`config.mk`:
```
export PLATFORM = sky130hd
export DESIGN_NAME = pipeline_hazard_controller
export DESIGN_NICKNAME = d
export VERILOG_FILES = /design/src/rtl/pipeline_hazard_controller.sv
export SDC_FILE = /design/constraint.sdc
export NUM_CORES = 1
export LEC_CHECK = 0
export ABC_AREA = 1
export CAP_MARGIN = 20
export CORE_UTILIZATION = 44
export CTS_CLUSTER_SIZE = 14
export DETAILED_ROUTE_END_ITERATION = 6
export GPL_TIMING_DRIVEN = 0
export PLACE_DENSITY_LB_ADDON = 0.1
export SETUP_SLACK_MARGIN = 0.05
export SYNTH_ARGS = -nofsm -noshare
export SYNTH_HDL_FRONTEND = slang
export SYNTH_SLANG_ARGS = --single-unit
```
`constraint.sdc`:
```
create_clock -name clk -period 1.6 [get_ports clk]
set_input_delay 0.16 -clock clk [delete_from_list [all_inputs] [get_ports clk]]
set_output_delay 0.16 -clock clk [all_outputs]
set_load 0.02 [all_outputs]
```
`src/rtl/pipeline_hazard_controller.sv`:
```
// ---------------------------------------------------------------------------
// pipeline_hazard_controller
//   Freeze/flush controller for a 5-stage pipeline. It handles SRAM memory
//   stalls (with a timeout that latches into FAULT), taken-branch flushes, and
//   data hazards (a bubble is inserted into ID/EX). It also keeps saturating
//   performance counters for stall and flush cycles.
//
//   Build option: define FORWARDING_EN when the datapath has full forwarding.
//   Only load-use then stalls. Without it, any RAW match against EXE or MEM
//   stalls.
//
// Parameters
//   CNT_WIDTH   : width of stall_count / flush_count
//   MEM_TIMEOUT : MEM_WAIT cycles without mem_ready before entering FAULT
//
// Ports
//   clk, rst                      : clock, synchronous active-high reset
//   id_src1/2, id_src1_valid,
//   id_two_src                    : ID-stage source registers and read flags
//   exe_dest, exe_wb_en,
//   exe_mem_read                  : EXE-stage destination / load indication
//   mem_dest, mem_wb_en           : MEM-stage destination
//   exe_branch_taken              : branch resolved taken in EXE
//   mem_access, mem_ready         : MEM-stage SRAM request / completion
//   *_freeze, *_flush             : per-register load inhibits and flushes
//   hazard                        : data-hazard bubble being inserted
//   mem_timeout                   : sticky memory timeout flag
//   state                         : FSM encoding (RUN=00, MEM_WAIT=01, FAULT=10)
//   stall_count, flush_count      : saturating performance counters
// ---------------------------------------------------------------------------
module pipeline_hazard_controller #(
  parameter int unsigned CNT_WIDTH   = 16,
  parameter int unsigned MEM_TIMEOUT = 64
) (
  input  logic                 clk,
  input  logic                 rst,
  input  logic [3:0]           id_src1,
  input  logic [3:0]           id_src2,
  input  logic                 id_src1_valid,
  input  logic                 id_two_src,
  input  logic [3:0]           exe_dest,
  input  logic                 exe_wb_en,
  input  logic                 exe_mem_read,
  input  logic [3:0]           mem_dest,
  input  logic                 mem_wb_en,
  input  logic                 exe_branch_taken,
  input  logic                 mem_access,
  input  logic                 mem_ready,
  output logic                 pc_freeze,
  output logic                 if_id_freeze,
  output logic                 id_ex_freeze,
  output logic                 exe_mem_freeze,
  output logic                 if_id_flush,
  output logic                 id_ex_flush,
  output logic                 hazard,
  output logic                 mem_timeout,
  output logic [1:0]           state,
  output logic [CNT_WIDTH-1:0] stall_count,
  output logic [CNT_WIDTH-1:0] flush_count
);

  localparam int unsigned WAIT_W = (MEM_TIMEOUT > 1) ? $clog2(MEM_TIMEOUT) : 1;
  localparam logic [WAIT_W-1:0]    WAIT_LAST = WAIT_W'(MEM_TIMEOUT - 1);
  localparam logic [CNT_WIDTH-1:0] CNT_MAX   = '1;

  typedef enum logic [1:0] {
    RUN      = 2'b00,
    MEM_WAIT = 2'b01,
    FAULT    = 2'b10
  } state_e;

  state_e                state_q, state_d;
  logic [WAIT_W-1:0]     wait_cnt_q, wait_cnt_d;
  logic                  mem_timeout_q, mem_timeout_d;
  logic [CNT_WIDTH-1:0]  stall_count_q, stall_count_d;
  logic [CNT_WIDTH-1:0]  flush_count_q, flush_count_d;

  logic src1_exe, src2_exe, src1_mem, src2_mem;
  logic raw_hazard;
  logic mem_stall;
  logic freeze_all, branch_flush, bubble;

  // Source matches only count when that operand is actually read
  assign src1_exe = id_src1_valid && (id_src1 == exe_dest);
  assign src2_exe = id_two_src    && (id_src2 == exe_dest);
  assign src1_mem = id_src1_valid && (id_src1 == mem_dest);
  assign src2_mem = id_two_src    && (id_src2 == mem_dest);

  assign mem_stall = mem_access && !mem_ready;

  // Data-hazard detection; forwarding hides everything except load-use
  always_comb begin
    raw_hazard = 1'b0;
`ifdef FORWARDING_EN
    raw_hazard = exe_wb_en && exe_mem_read && (src1_exe || src2_exe);
`else
    raw_hazard = (exe_wb_en && (src1_exe || src2_exe)) ||
                 (mem_wb_en && (src1_mem || src2_mem));
`endif
  end

  // Next-state and control decode; reset overrides everything
  always_comb begin
    state_d       = state_q;
    wait_cnt_d    = wait_cnt_q;
    mem_timeout_d = mem_timeout_q;
    freeze_all    = 1'b0;
    branch_flush  = 1'b0;
    bubble        = 1'b0;

    case (state_q)
      RUN: begin
        if (mem_stall) begin
          freeze_all = 1'b1;
          state_d    = MEM_WAIT;
          wait_cnt_d = '0;
        end else if (exe_branch_taken) begin
          branch_flush = 1'b1;
        end else if (raw_hazard) begin
          bubble = 1'b1;
        end
      end
      MEM_WAIT: begin
        // A branch held in the frozen EXE register is acted on after release
        if (mem_ready) begin
          state_d = RUN;
        end else begin
          freeze_all = 1'b1;
          if (wait_cnt_q == WAIT_LAST) begin
            state_d       = FAULT;
            mem_timeout_d = 1'b1;
          end else begin
            wait_cnt_d = wait_cnt_q + WAIT_W'(1);
          end
        end
      end
      FAULT: begin
        freeze_all = 1'b1;
      end
      default: begin
        state_d = RUN;
      end
    endcase

    if (rst) begin
      state_d       = RUN;
      wait_cnt_d    = '0;
      mem_timeout_d = 1'b0;
      freeze_all    = 1'b0;
      branch_flush  = 1'b0;
      bubble        = 1'b0;
    end
  end

  assign pc_freeze      = freeze_all || bubble;
  assign if_id_freeze   = freeze_all || bubble;
  assign id_ex_freeze   = freeze_all;
  assign exe_mem_freeze = freeze_all;
  assign if_id_flush    = branch_flush;
  assign id_ex_flush    = branch_flush || bubble;
  assign hazard         = bubble;

  // Saturating performance counters
  always_comb begin
    stall_count_d = stall_count_q;
    flush_count_d = flush_count_q;
    if (rst) begin
      stall_count_d = '0;
      flush_count_d = '0;
    end else begin
      if (pc_freeze && (stall_count_q != CNT_MAX)) begin
        stall_count_d = stall_count_q + CNT_WIDTH'(1);
      end
      if (if_id_flush && (flush_count_q != CNT_MAX)) begin
        flush_count_d = flush_count_q + CNT_WIDTH'(1);
      end
    end
  end

  // State registers; reset is folded into the _d logic
  always_ff @(posedge clk) begin
    state_q       <= state_d;
    wait_cnt_q    <= wait_cnt_d;
    mem_timeout_q <= mem_timeout_d;
    stall_count_q <= stall_count_d;
    flush_count_q <= flush_count_d;
  end

  assign state       = state_q;
  assign mem_timeout = mem_timeout_q;
  assign stall_count = stall_count_q;
  assign flush_count = flush_count_q;

endmodule

```
* After elaboration in Yosys (flattened, before gate mapping)
Cells that the tools add are included.
** Storage, ports and cells
- Output and inout port bits :: 42
- Bits in registers :: 41
- Word-level logic and storage cells :: 64
** Cells by class
- Bitwise logic cells :: 2
- Add/subtract/negate cells :: 3
- Eq/ne operators :: 13
- Mux-type cells :: 21
- Reductions and logical operators :: 20
** Operators by type and width (number)
- 16-bit by 1-bit adder with 16-bit output (second input constant) :: 2
- 16-bit inequality test (second input constant) :: 2
- 6-bit 2-to-1 mux :: 3
- 4-bit equality test :: 4
- 1-bit 2-to-1 mux :: 12
- 6-bit case mux with 2 select lines :: 1
- 1-bit logical AND :: 9
- 6-bit by 1-bit adder with 6-bit output (second input constant) :: 1
- 6-bit equality test (second input constant) :: 1
- 2-bit 2-to-1 mux :: 3
- 2-bit inequality test (second input constant) :: 3
- 2-bit case mux with 3 select lines :: 1
- 3-bit AND reduction :: 2
- 1-bit logical OR :: 5
- 4-bit AND reduction :: 1
- 3-bit inequality test (second input constant) :: 1
- 1-bit case mux with 3 select lines :: 1
- 2-bit by 1-bit equality test with 1-bit output (second input constant) :: 1
- 2-bit equality test (second input constant) :: 1
- 2-bit zero test :: 1
- 1-bit NOT :: 2
- 2-bit nonzero test :: 1
- 1-bit zero test :: 1

* Depth between registers and ports, before layout
- Depth in word-level cells :: 12
- Gate-level depth with buffers :: 14

* Worst setup path after synthesis
OpenSTA, ideal clock, no wires.
- Kind :: reg2reg
- Start :: register stall_count_q[0] (netlist: stall_count[0])
- End :: register stall_count_q[0] (netlist: stall_count[0])
- Stages on the path, launching flop included :: 9
- Path slack :: -280 ps
- Required time :: 1485 ps
- Setup time :: 115 ps
- Arrival :: 1765 ps
- Cell sequence :: dfxtp_1 ha_1 nand2_2 nor3b_4 nand3_2 nand3b_4 buf_2 a21oi_1 nor2_1
** On the way
- Word-level cells in the longest chain between the ends :: 2
- Elaborated cells between the ends (all ways) :: 3
** RTL lines
- start: declaration :: line 75 : logic [CNT_WIDTH-1:0] stall_count_q, stall_count_d;
- start signal: assignment :: line 185 : stall_count_q <= stall_count_d;
- parallel branches: the longest is 2 deep, another holds 16-bit by 1-bit adder with 16-bit output
Parallel ways; which one is timed is not known.
A chain may end at the register's enable or synchronous reset.

* Final worst setup path
- Start :: register state_q[0] (netlist: state[0])
- End :: output port pc_freeze
** On the way
- Word-level cells in the longest chain between the ends :: 4
- Elaborated cells between the ends (all ways) :: 8
** RTL lines
- start: declaration :: line 72 : state_e state_q, state_d;
- start signal: assignment :: line 182 : state_q <= state_d;
- 2-bit equality test (tied with other cells) :: line 111 : case (state_q)
- 1-bit case mux with 3 select lines or 1-bit 2-to-1 mux (tied branches) :: line 111
- 1-bit 2-to-1 mux :: line 145 : if (rst) begin
- 1-bit logical OR * :: line 155 : assign pc_freeze = freeze_all || bubble;
- end: declaration :: line 49 : output logic pc_freeze,
Mark *: on every way between the ends. The rest lies on a longest branch, timed or not.

==> out/summary.txt <==
Slew HR - 59.2%
synth unique cells - 30
worst-margin pin slew - 0.612 ns
critical path startpoint - state[0]$_SDFFE_PP0P_
Routability Congestion - 0.846
H-tree Lvls - 2
share of cells above drive strength 1 - 33.5%
synth warn - 0
Seq pwr share - 47.8%
die height - 77.1 um
WL/cell - 14.2 um
area occupied by multi-input gates - 0.00182 mm2
post-route ant nets - 0
Routed WL - 8.04 mm
Port Buffers - 65
RR Startpoint - stall_count[0]$_SDFFE_PP0P_
nets@finish - 523
syn nets - 412
CTS tree - built
crit start category - register
Post-Synthesis Cells - 383
Layout area overhead - 66.7%
Finish-stage setup viols - 20
Sw Ratio - 28.9%
FMAX - 598 MHz
initial antenna violation count - 0
r2r setup slk - -0.04 ns
failing checks - negative setup slack
Fillers - 362
Post-Route Skew - 0.00965 ns
Hold-fix buffers, CTS - 0
DPL Wire Length - 4.69 mm
most frequent cells in the layout - nand2_1, inv_1, buf_4, nor2_1, nand3_1
Pleak - 2.06 nW
Total Routing Usage GR - 23.4%
Worst Setup End Kind - primary output
via count - 2965
first-pass GRT wire length - 11.3 mm
Mapped Avg Cell Area - 6.48 um2
most common cell after layout, fill and taps aside - nand2_1
Worst R2R Path Depth - 8
First-pass DRT Iterations - 4
status - complete, but fails checks
Gate power share - 20.7%
MaxCap Viol Count - 0
clock-pin slew on the worst setup and hold paths - 0.08 ns
pin count of the biggest net entering global routing - 13
final setup margin - -0.0733 ns
number of global-route vias before repair - 2596
sequential element share of the synthesized area - 33.1%
Hold Path Class - input port to register
gr ovfl total - 0
NetSw - 0.629 mW
Placed Cells - 518
Die W - 77.1 um
Critical Path Sink - pc_freeze
endpoints failing hold - 0
DRC Markers - 0
post-layout utilization of the core - 78.5%
via density per instance - 5.25
internal power - 1.55 mW
Worst Path Max Fanout - 3
FP Rows - 26
TritonCTS Buffers - 5
I/O pin total - 68
# diodes - 0
Design Power - 2.17 mW
Skew-Pair Late Insertion Delay - 0.30 ns
Max VDD drop - 0.524 mV
core area - 0.00527 mm2
Arr. time, crit path - 1.51 ns
worst setup path class - register to primary output
fin cells - 565
clock power share - 31.6%
clock sink count - 41
root buf cell - clkbuf_8
Final min period - 1.67 ns
Mapped Area - 0.00248 mm2
Die ar. - 0.00594 mm2
starting density of the core - 47.1%
flop and latch count out of synthesis - 41
initial drt markers - 172
clk buf depth - 2
Crit Reg-Reg Endpoint - stall_count[15]$_SDFFE_PP0P_
Tcrit/Tclk final - 105%
max-slew violation count - 0
register area - 851 um2
Required @ worst endpoint - 1.44 ns
unrepaired setup endpoints after global routing - true
Pwr Density - 526 mW/mm2
-- metal layers --
metal / GRT usage (%) / vias to the layer above / share of wire (%)
li1: - / 1457 / -
met1: 28.0 / 1374 / 40
met2: 41.5 / 111 / 51
met3: 4.17 / 23 / 5.7
met4: 8.68 / 0 / 2.5
met5: 0 / - / 0
-- cell usage after synthesis, drive strengths merged --
master | count | share of area [%]
buf | 7 | 1.9
nand3b | 1 | 0.81
clkbuf | 3 | 0.45
ha | 3 | 1.5
xnor2 | 12 | 4.2
dfxtp | 41 | 33
clkinv | 2 | 0.30
nand4 | 5 | 1.3
nor4 | 5 | 1.3
a21oi | 33 | 6.7
nor3b | 3 | 1.4
o21bai | 1 | 0.30
nand2 | 108 | 17
inv | 44 | 6.7
nor2 | 44 | 6.7
nand3 | 36 | 7.5
o21ai | 11 | 2.2
a31oi | 2 | 0.50
o21a | 1 | 0.30
xor2 | 12 | 4.2
nor3 | 9 | 2.0
-- power groups by stage --
| stage | Combinational (mW) | Clock (mW) | Sequential, mW |
|---|---|---|---|
| global placement | 0.305 | 0 | 1.06 |
| CTS | 0.369 | 0.687 | 1.04 |
| global route | 0.482 | 0.738 | 1.04 |
| finish | 0.449 | 0.686 | 1.04 |
| detailed placement | 0.309 | 0 | 1.06 |
| floorplan | 0.157 | 0 | 1.07 |
-- stage by stage --
stage / setup slack (ns) / area [um2] / setup TNS (ns) / hold slack (ns)
after floorplan: -0.0198 / 2520 / -0.176 / 0.422
after CTS: -0.0735 / 3650 / -0.544 / 0.182
after detailed placement: -1.04 / 3260 / -11.80 / 0.455
final: -0.0733 / 4140 / -0.486 / 0.185
after global routing: -0.150 / 4140 / -2.56 / 0.209
after global placement: -1.04 / 3260 / -11.32 / 0.442
-- area by class of cell --
class / count / area share (%)
sequential: 41 / 20.6
inverter: 46 / 4.51
multi-input combinational: 286 / 44.1
timing repair buffer: 104 / 24.6
clock buffer: 6 / 1.75
buffer: 10 / 2.12
clock inverter: 2 / 0.242
tap: 70 / 2.12
-- kinds of logic (layout without fill, tap and decap cells) --
| kind of cell | after synthesis | count (layout) | share of synthesized area, % |
|---|---|---|---|
| AOI/OAI and AO/OA | 48 | 48 | 9.98 |
| xor gates and xnor gates | 24 | 24 | 8.47 |
| adders and majority gates | 3 | 3 | 1.51 |
| buffers and inverters | 56 | 168 | 9.28 |
| DFF | 41 | 41 | 33.1 |
| and+or+nand+nor | 211 | 211 | 37.7 |
-- worst min-delay path by stage --
stage	from	endpoint	slack, ns	cells after the start
final	rst	flush_count[11]$_SDFFE_PP0P_	0.18	2
after global routing	rst	flush_count[11]$_SDFFE_PP0P_	0.21	2
after CTS	rst	flush_count[14]$_SDFFE_PP0P_	0.18	2
after detailed placement	mem_timeout$_SDFFE_PP0P_	mem_timeout$_SDFFE_PP0P_	0.45	2
after global placement	mem_timeout$_SDFFE_PP0P_	mem_timeout$_SDFFE_PP0P_	0.44	2
after floorplan	rst	flush_count[11]$_SDFFE_PP0P_	0.42	2
-- repair_timing --
action,4_1_cts,5_1_grt
cloned,2,1
gates resized for setup,100,121
pin swaps,29,33
setup buffers,24,12
setup endpoints to repair,30,60
-- worst max-delay path, stage by stage (launching register included) --
cell and delay [ns]:
dfxtp_4 0.36, inv_2 0.08, nor2_4 0.04, nand2_2 0.07, nand2_1 0.07, o21ai_2 0.18, nand2_4 0.07, buf_6 0.12
buf_6 0.10, buf_6 0.12
-- registers in the layout (all words and copies together) (netlist names) --
register	flops
stall_count	16
state	2
flush_count	16
wait_cnt_q	6
mem_timeout	1
(Power assumes the default switching activity.)
